[src/rtl/map9v3_sweep_pkg.sv]
// rtl/map9v3_sweep_pkg.sv - shared types and widths for the map9v3 sweep controller
package map9v3_sweep_pkg;

  localparam int NW = 9;
  localparam int DW = 9;

  typedef enum logic [2:0] {
    IDLE,
    LAUNCH,
    WAIT_LO,
    WAIT_HI,
    STORE,
    NEXT
  } state_e;

  typedef struct packed {
    logic [NW-1:0] n;
    logic [DW-1:0] dp;
  } result_t;

  // A zero step would never advance the sweep, so it is promoted to one.
  function automatic logic [NW-1:0] eff_step(input logic [NW-1:0] s);
    return (s == '0) ? NW'(1) : s;
  endfunction

endpackage

[src/rtl/map9v3_sweep_fifo.sv]
// rtl/map9v3_sweep_fifo.sv - synchronous result FIFO with registered head entry
module map9v3_sweep_fifo
  import map9v3_sweep_pkg::*;
#(
  parameter int DEPTH = 4
) (
  input  logic    clk,
  input  logic    rst_n,
  input  logic    push_i,
  input  result_t wdata_i,
  input  logic    pop_i,
  output logic    full_o,
  output logic    empty_o,
  output result_t head_o
);

  localparam int AW = $clog2(DEPTH);
  localparam int CW = AW + 1;

  result_t       mem_q [DEPTH];
  result_t       head_q, head_d;
  logic [AW-1:0] rd_q, rd_d, wr_q;
  logic [CW-1:0] count_q;
  logic          do_pop, do_push;

  assign empty_o = (count_q == '0);
  assign full_o  = (count_q == CW'(DEPTH));
  assign do_pop  = pop_i && !empty_o;
  assign do_push = push_i && (!full_o || do_pop);
  assign rd_d    = rd_q + AW'(do_pop);
  assign head_o  = head_q;

  // Head is rebuilt every cycle; a write landing in the next head slot bypasses memory.
  always_comb begin
    head_d = mem_q[rd_d];
    if (do_push && (wr_q == rd_d)) head_d = wdata_i;
  end

  always_ff @(posedge clk) begin
    if (do_push) mem_q[wr_q] <= wdata_i;
  end

  always_ff @(posedge clk or negedge rst_n) begin
    if (!rst_n) begin
      rd_q    <= '0;
      wr_q    <= '0;
      count_q <= '0;
      head_q  <= '0;
    end else begin
      rd_q    <= rd_d;
      wr_q    <= wr_q + AW'(do_push);
      count_q <= count_q + CW'(do_push) - CW'(do_pop);
      head_q  <= head_d;
    end
  end

endmodule

[src/rtl/map9v3_sweep_ctrl.sv]
// rtl/map9v3_sweep_ctrl.sv - N sweep sequencer and result collector for the map9v3 core
// Optional wait watchdog: MAP9V3_SWEEP_TIMEOUT_EN
module map9v3_sweep_ctrl
  import map9v3_sweep_pkg::*;
#(
  parameter int START_HOLD = 2,
`ifdef MAP9V3_SWEEP_TIMEOUT_EN
  parameter int TIMEOUT    = 1024,
`endif
  parameter int FIFO_DEPTH = 4
) (
  input  logic          clk,
  input  logic          rst_n,
  input  logic          go_i,
  input  logic [NW-1:0] n_first_i,
  input  logic [NW-1:0] n_last_i,
  input  logic [NW-1:0] n_step_i,
  output logic          start_o,
  output logic [NW-1:0] n_o,
  input  logic [DW-1:0] dp_i,
  input  logic          done_i,
  output logic          busy_o,
  output logic          res_valid_o,
  input  logic          res_ready_i,
  output logic [NW-1:0] res_n_o,
  output logic [DW-1:0] res_dp_o,
  output logic          timeout_err_o
);

  localparam int HW = $clog2(START_HOLD + 1);

  state_e        state_q;
  logic [NW-1:0] n_q, last_q, step_q;
  logic [HW-1:0] hold_q;
  logic          start_q, busy_q;
  logic [NW:0]   nxt;
  logic          fifo_full, fifo_empty, store_ok;
  result_t       entry, head;

  assign nxt      = {1'b0, n_q} + {1'b0, step_q};
  assign store_ok = !fifo_full || res_ready_i;
  assign entry    = '{n: n_q, dp: dp_i};

`ifdef MAP9V3_SWEEP_TIMEOUT_EN
  localparam int TCW = $clog2(TIMEOUT + 1);
  localparam logic [TCW-1:0] TMAX = TCW'(TIMEOUT - 1);
  logic [TCW-1:0] tmo_q;
  logic           err_q;
  assign timeout_err_o = err_q;
`else
  assign timeout_err_o = 1'b0;
`endif

  always_ff @(posedge clk or negedge rst_n) begin
    if (!rst_n) begin
      state_q <= IDLE;
      n_q     <= '0;
      last_q  <= '0;
      step_q  <= '0;
      hold_q  <= '0;
      start_q <= 1'b0;
      busy_q  <= 1'b0;
`ifdef MAP9V3_SWEEP_TIMEOUT_EN
      tmo_q   <= '0;
      err_q   <= 1'b0;
`endif
    end else begin
      case (state_q)
        IDLE: begin
          if (go_i) begin
            n_q     <= n_first_i;
            last_q  <= n_last_i;
            step_q  <= eff_step(n_step_i);
            hold_q  <= '0;
            start_q <= 1'b1;
            busy_q  <= 1'b1;
            state_q <= LAUNCH;
`ifdef MAP9V3_SWEEP_TIMEOUT_EN
            err_q   <= 1'b0;
`endif
          end
        end
        LAUNCH: begin
          if (hold_q == HW'(START_HOLD - 1)) begin
            start_q <= 1'b0;
            state_q <= WAIT_LO;
`ifdef MAP9V3_SWEEP_TIMEOUT_EN
            tmo_q   <= '0;
`endif
          end else begin
            hold_q <= hold_q + HW'(1);
          end
        end
        WAIT_LO, WAIT_HI: begin
          // The counter spans both wait phases; progress wins over abort on the same edge.
          if ((state_q == WAIT_LO) && !done_i) begin
            state_q <= WAIT_HI;
          end else if ((state_q == WAIT_HI) && done_i) begin
            state_q <= STORE;
`ifdef MAP9V3_SWEEP_TIMEOUT_EN
          end else if (tmo_q >= TMAX) begin
            err_q   <= 1'b1;
            busy_q  <= 1'b0;
            state_q <= IDLE;
`endif
          end
`ifdef MAP9V3_SWEEP_TIMEOUT_EN
          tmo_q <= tmo_q + TCW'(1);
`endif
        end
        STORE: begin
          if (store_ok) state_q <= NEXT;
        end
        NEXT: begin
          if (nxt > {1'b0, last_q}) begin
            busy_q  <= 1'b0;
            state_q <= IDLE;
          end else begin
            n_q     <= nxt[NW-1:0];
            hold_q  <= '0;
            start_q <= 1'b1;
            state_q <= LAUNCH;
          end
        end
        default: state_q <= IDLE;
      endcase
    end
  end

  map9v3_sweep_fifo #(
    .DEPTH(FIFO_DEPTH)
  ) u_fifo (
    .clk     (clk),
    .rst_n   (rst_n),
    .push_i  (state_q == STORE),
    .wdata_i (entry),
    .pop_i   (res_ready_i),
    .full_o  (fifo_full),
    .empty_o (fifo_empty),
    .head_o  (head)
  );

  assign start_o     = start_q;
  assign n_o         = n_q;
  assign busy_o      = busy_q;
  assign res_valid_o = !fifo_empty;
  assign res_n_o     = head.n;
  assign res_dp_o    = head.dp;

endmodule

[config.mk]
export PLATFORM = sky130hd
export DESIGN_NAME = map9v3_sweep_ctrl
export DESIGN_NICKNAME = d
export VERILOG_FILES = /design/src/rtl/map9v3_sweep_pkg.sv /design/src/rtl/map9v3_sweep_fifo.sv /design/src/rtl/map9v3_sweep_ctrl.sv
export SDC_FILE = /design/constraint.sdc
export NUM_CORES = 1
export LEC_CHECK = 0
export CAP_MARGIN = 25
export CORE_ASPECT_RATIO = 1.75
export CORE_MARGIN = 2
export CORE_UTILIZATION = 50
export CTS_CLUSTER_SIZE = 20
export DETAILED_ROUTE_END_ITERATION = 12
export MAX_ROUTING_LAYER = met4
export PLACE_DENSITY_LB_ADDON = 0.15
export SYNTH_ARGS = -nofsm -noshare
export SYNTH_HDL_FRONTEND = slang
export SYNTH_SLANG_ARGS = --single-unit
[constraint.sdc]
create_clock -name clk -period 3.3 [get_ports clk]
set_clock_uncertainty 0.05 [all_clocks]
set_input_delay 0.66 -clock clk [delete_from_list [all_inputs] [get_ports clk]]
set_output_delay 0.66 -clock clk [all_outputs]
set_load 0.02 [all_outputs]
== Word level (Yosys, flattened, before mapping) ==
Memories as Yosys holds them, arrays and structs flattened. A register that Yosys moved wholly into a read port is not among the register bits.
Index checks and enable logic that the tools add are counted.
Word-level totals
  bits in registers: 41
  bits in writable memories: 72
  word-level logic and storage cells: 77
  memories: 1
Cells by class
  add/sub/neg operators: 6
  magnitude comparators: 1
  eq/ne operators: 14
  mux-type cells: 23
  reductions and logical operators: 22
Memories
  u_fifo.mem_q: words 4, width 18, read ports 1, clocked after Yosys merged registers in 1, wr ports 1, line map9v3_sweep_fifo.sv:20  | result_t mem_q [DEPTH];
Operators by type and width (count)
  $mux 9: 3
  $pmux 9 s2: 1
  $mux 3: 5
  $pmux 3 s5: 1
  $ne 2x2->1 const B: 6
  $reduce_and 4->1: 3
  $add 9x9->10: 1
  $gt 10x9->1: 1
  $eq 3x3->1 const B: 3
  $logic_not 9->1: 1
  $mux 1: 7
  $eq 3x2->1 const B: 2
  $logic_not 3->1: 2
  $mux 2: 3
  $pmux 2 s3: 1
  $reduce_and 3->1: 2
  $add 2x1->2: 2
  $logic_and 1x1->1: 4
  $logic_not 1->1: 4
  $add 3x1->3: 1
  $eq 3x1->1 const B: 1
  $ne 3x3->1 const B: 1
  $pmux 1 s3: 1
  $reduce_bool 3->1: 1
  8 further kinds: 9

== Depth between registers and ports, before layout ==
  depth in word-level cells: 7
  depth in mapped cells: 13
  depth with buffers taken out: 12

== Cells and area by module ==
A second synthesis with hierarchy kept.
Second synthesis, totals
  cell total of the unflattened synthesis: 393
  area, all modules: 5806.8 sq um
By module, submodules not included
  map9v3_sweep_fifo: instances 1, cells each 162, area each 3709.8 sq um, sequential area each 2787.7 sq um
  map9v3_sweep_ctrl: instances 1, cells each 231, area each 2097.0 sq um, sequential area each 850.8 sq um

== Worst setup path before layout ==
OpenSTA, ideal clock, no wires.
  kind: reg2reg
  start point: register n_q[0] (netlist: n_o[0])
  end point: register n_q[3] (netlist: n_o[3])
  library setup time: 0.125 ns
  arrival: 3.357 ns
  required time: 3.125 ns
  setup slack: -0.232 ns
  cell stages (with the launch flop): 14
  clock period less this slack: 3.532 ns
  cells stage by stage: dfrtp_1 -> ha_1 -> fa_1 -> a211oi_1 -> o21bai_1 -> a21oi_1 -> xnor2_1 -> ha_1 -> nand4_1 -> o32a_1 -> o32ai_2 -> a31o_4 -> buf_12 -> mux2_4
Between the ends
  cells in the longest elaborated chain, start to end: 4
  elaborated cells on any way between the ends: 6
  those cells by class: add/sub (1); order compare (1); eq/ne (1); mux (2); reduce/logical (1)
Ends and longest elaborated chain
  start: declaration: line map9v3_sweep_ctrl.sv:33  | logic [NW-1:0] n_q, last_q, step_q;
  start signal: assignment: line map9v3_sweep_ctrl.sv:71  | n_q <= n_first_i;
  start signal: assignment: line map9v3_sweep_ctrl.sv:119  | n_q <= nxt[NW-1:0];
  $add 9x9->10 (*): line map9v3_sweep_ctrl.sv:40  | assign nxt = {1'b0, n_q} + {1'b0, step_q};
  $gt 10x9->1: line map9v3_sweep_ctrl.sv:115  | if (nxt > {1'b0, last_q}) begin
  $ne 2x2->1 (no line)
  $reduce_and 3->1 (no line)
Mark *: on every way between the ends. The rest lies on a longest branch, timed or not. The select of a mux whose other input is x is not followed.
A chain may end at the register's enable or synchronous reset.

== Worst setup path in the final report ==
  start point: register n_q[0] (netlist: n_o[0])
  end point: register n_q[1] (netlist: n_o[1])
Same word-level chain as after synthesis.

==> results.ini <==
[setup_path]
critPathLaunchType=flop
r2r_slack_ns=-0.15
slowest_delay_ns=0.42
critPathKind=reg -> reg
worst_path_max_delay_cell=dfrtp_2
reg2regPathDepth=12
crit_path_max_fanout=5
critPathBufInv=0
timing.rr.start=n_o[0]
critPathTopFamily=compound AO/OA/AOI/OAI gates
r2r-end=n_o[1]
worstPathCellList=ha_4, fa_2, a211oi_2, o21bai_1, a21oi_2, xnor2_2, ha_1, nand4_1, o32a_1, o32ai_4, a31o_4, mux2_4
worstPathArrival_ns=3.70
worst_setup_path_end_kind=flop
worstPathRequired_ns=3.54

[clock_tree]
clock_latency_ns=0.41
cts-root-buf=clkbuf_16
clkTransAtPathRegs_ns=0.06
hold_buffers=0
cts.path.max_buffers=2
ctsHtreeMaxLevel=4
clock_sinks=131
cts_tree=done
cts_made_buffers=17

[route]
first_pass_iters=4
viasPerCell=5.67
wl_um=12400
ant_nets=0
drtIter0Drc=185
vias=3501
routedWlPerCell_um=20.1
drc=0

[timing]
hold_viol_final=0
post-route-period-util_pct=105
max_freq_mhz=290
worst_slack_ns=-0.151
rsz0062_at_grt=true
setup_viol=11
slew_violations=0
max-slew-margin-rel_pct=33.3
tightest_slew_ns=1.00
min_period_ns=3.45

[final_layout]
fillers=766
multiInputGateArea_sq_mm=0.00211
layout.nets=539
seq_area_sq_mm=0.00364
utilization_pct=67.3
drive_above_1_share_pct=30.2
area_growth_pct=30.8
diodes=0

[yosys]
synth_nets=434
synth_edf_count=72
syn_inst=368
syn_area_sq_mm=0.00574
ys.warnings.count=0
synth_top_cell_area_share_pct=37.6
synthArstFlopShare_pct=45.0
synthTopCellsByArea=edfxtp_1, dfrtp_1, mux4_2
synth.avg_cell_area_sq_um=15.6
synth_top_flop_cell=edfxtp_1
synth_seq_cells=131
synth_cell_types=51
yosysSeqAreaShare_pct=63.3
synth_area_leader_cell=edfxtp_1

[floorplanning]
core-area_sq_mm=0.0112
placementRows=51
ios=72
start_util_pct=51.4
die_x_um=85.0
die_h_um=146
dieArea_sq_mm=0.0124

[place]
port_buffers=70
hpwlAfterDp_um=8270
gp_congestion=0.901
place_ws_ns=-0.106

[outcome]
violations=negative setup slack
status=finished with violations

[global_route]
grt_max_degree=42
overflow=0
antenna_found_initial=0
grt_pass1_vias=3824
grt_pass1_wl_um=19900
track_usage_pct=22.1

[job]
cap_violations=0

[hold_path]
hold_path_class=in -> async

[power_and_ir_drop]
ir_drop_v=0.000785
p_leak_nw=2.92
powerDensity_mw_per_mm2=1170

==> timing repair <==
action,4_1_cts,5_1_grt
pin swaps,1,7
gates cloned,1,0
resized for setup,8,4
endpoints found under the setup margin,12,14
setup buffers,1,2
==> power breakdown <==
part           internal, W  switching, W
registers          0.00221      0.000277
logic              0.00221       0.00223
clock network      0.00113      0.000747
total              0.00555       0.00326
==> how the worst max path moves through the flow <==
stage,startpoint,to,slack (ns),cells past startpoint
floorplan,n_o[0],n_o[3],0.01,13
global placement,n_o[0],n_o[0],-0.06,12
detailed placement,n_o[0],n_o[1],-0.11,12
CTS,n_o[0],n_o[4],-0.12,12
global route,step_q[0],n_o[1],-0.26,12
finish,n_o[0],n_o[1],-0.15,12
==> worst register-to-register path, delay by kind of cell (launching register included) <==
family	cells	cell delay, ns
xor+xnor	1	0.11
compound gates	6	1.44
fa+ha+maj	3	0.83
flops	1	0.42
mux	1	0.32
simple gates	1	0.16
==> metal layers <==
metal  track usage, %  share of wire, %  routed length [um]
met1             22.5                36                4490
met2             39.0                56                6950
met3             4.88               3.8                 467
met4             11.3               4.2                 518
met5                -                 0                   0
==> final cells by class <==
cell class | instances | area share (%)
Sequential cell | 131 | 48.5
Multi-Input combinational cell | 205 | 28.1
Timing Repair Buffer | 97 | 12.2
Clock buffer | 17 | 5.66
Clock inverter | 15 | 2.27
Tap cell | 132 | 2.20
Inverter | 21 | 1.05
==> layout by cell type, fill, tap and decap left out, drive strengths merged, types with 17 or more instances in the layout <==
master | synthesis | routed
nand2 | 22 | 22
dfrtp | 59 | 59
mux4 | 18 | 18
ha | 23 | 23
clkbuf | 5 | 17
buf | 7 | 28
edfxtp | 72 | 72
clkdlybuf4s50 | 0 | 69
inv | 21 | 28
mux2 | 36 | 36
==> Yosys cell counts, types with 5 or more instances <==
cell      count
edfxtp_1     72
dfrtp_1      59
mux2_2       32
ha_1         23
nand2_1      22
inv_1        21
mux4_2       18
o21ai_0      14
a21oi_1      11
xnor2_1       7
nand2b_1      6
nor2_1        6
clkbuf_1      5
or3_1         5
xor2_1        5
==> logic make-up (layout without fill, tap and decap cells) <==
logic type	after synthesis	in the layout	share of synthesized area, %
AOI/OAI and AO/OA	51	52	6.12
xor gates and xnor gates	12	12	1.83
adders and majority gates	25	25	5.71
buffers and inverters	33	150	2.72
DFF	131	131	63.3
muxes	56	56	14.7
other	1	1	0.0653
and+or+nand+nor	59	59	5.49
==> metrics by stage <==
stage,TNS [ns],instance area [sq um],std cells,hold slack (ns),power [W]
global placement,-0.205,6830,582,0.451,0.00664
detailed placement,-0.543,6830,582,0.460,0.00671
global route,-2.65,7510,618,0.171,0.00933
finish,-1.19,7510,618,0.152,0.00881
CTS,-0.882,7480,616,0.169,0.00880
floorplan,0,5830,368,0.314,0.00524
==> flip-flops by register name (all words and copies together), names as in the netlist <==
| name | flops |
|---|---|
| u_fifo.head_o | 18 |
| step_q | 9 |
| hold_q | 2 |
| u_fifo.count_q | 3 |
| n_o | 9 |
| last_q | 9 |
| u_fifo.mem_q | 72 |
| u_fifo.rd_q | 2 |
| busy_o | 1 |
| state_q | 3 |
| u_fifo.wr_q | 2 |
| start_o | 1 |
No activity file was read; power rests on OpenSTA's default activity.
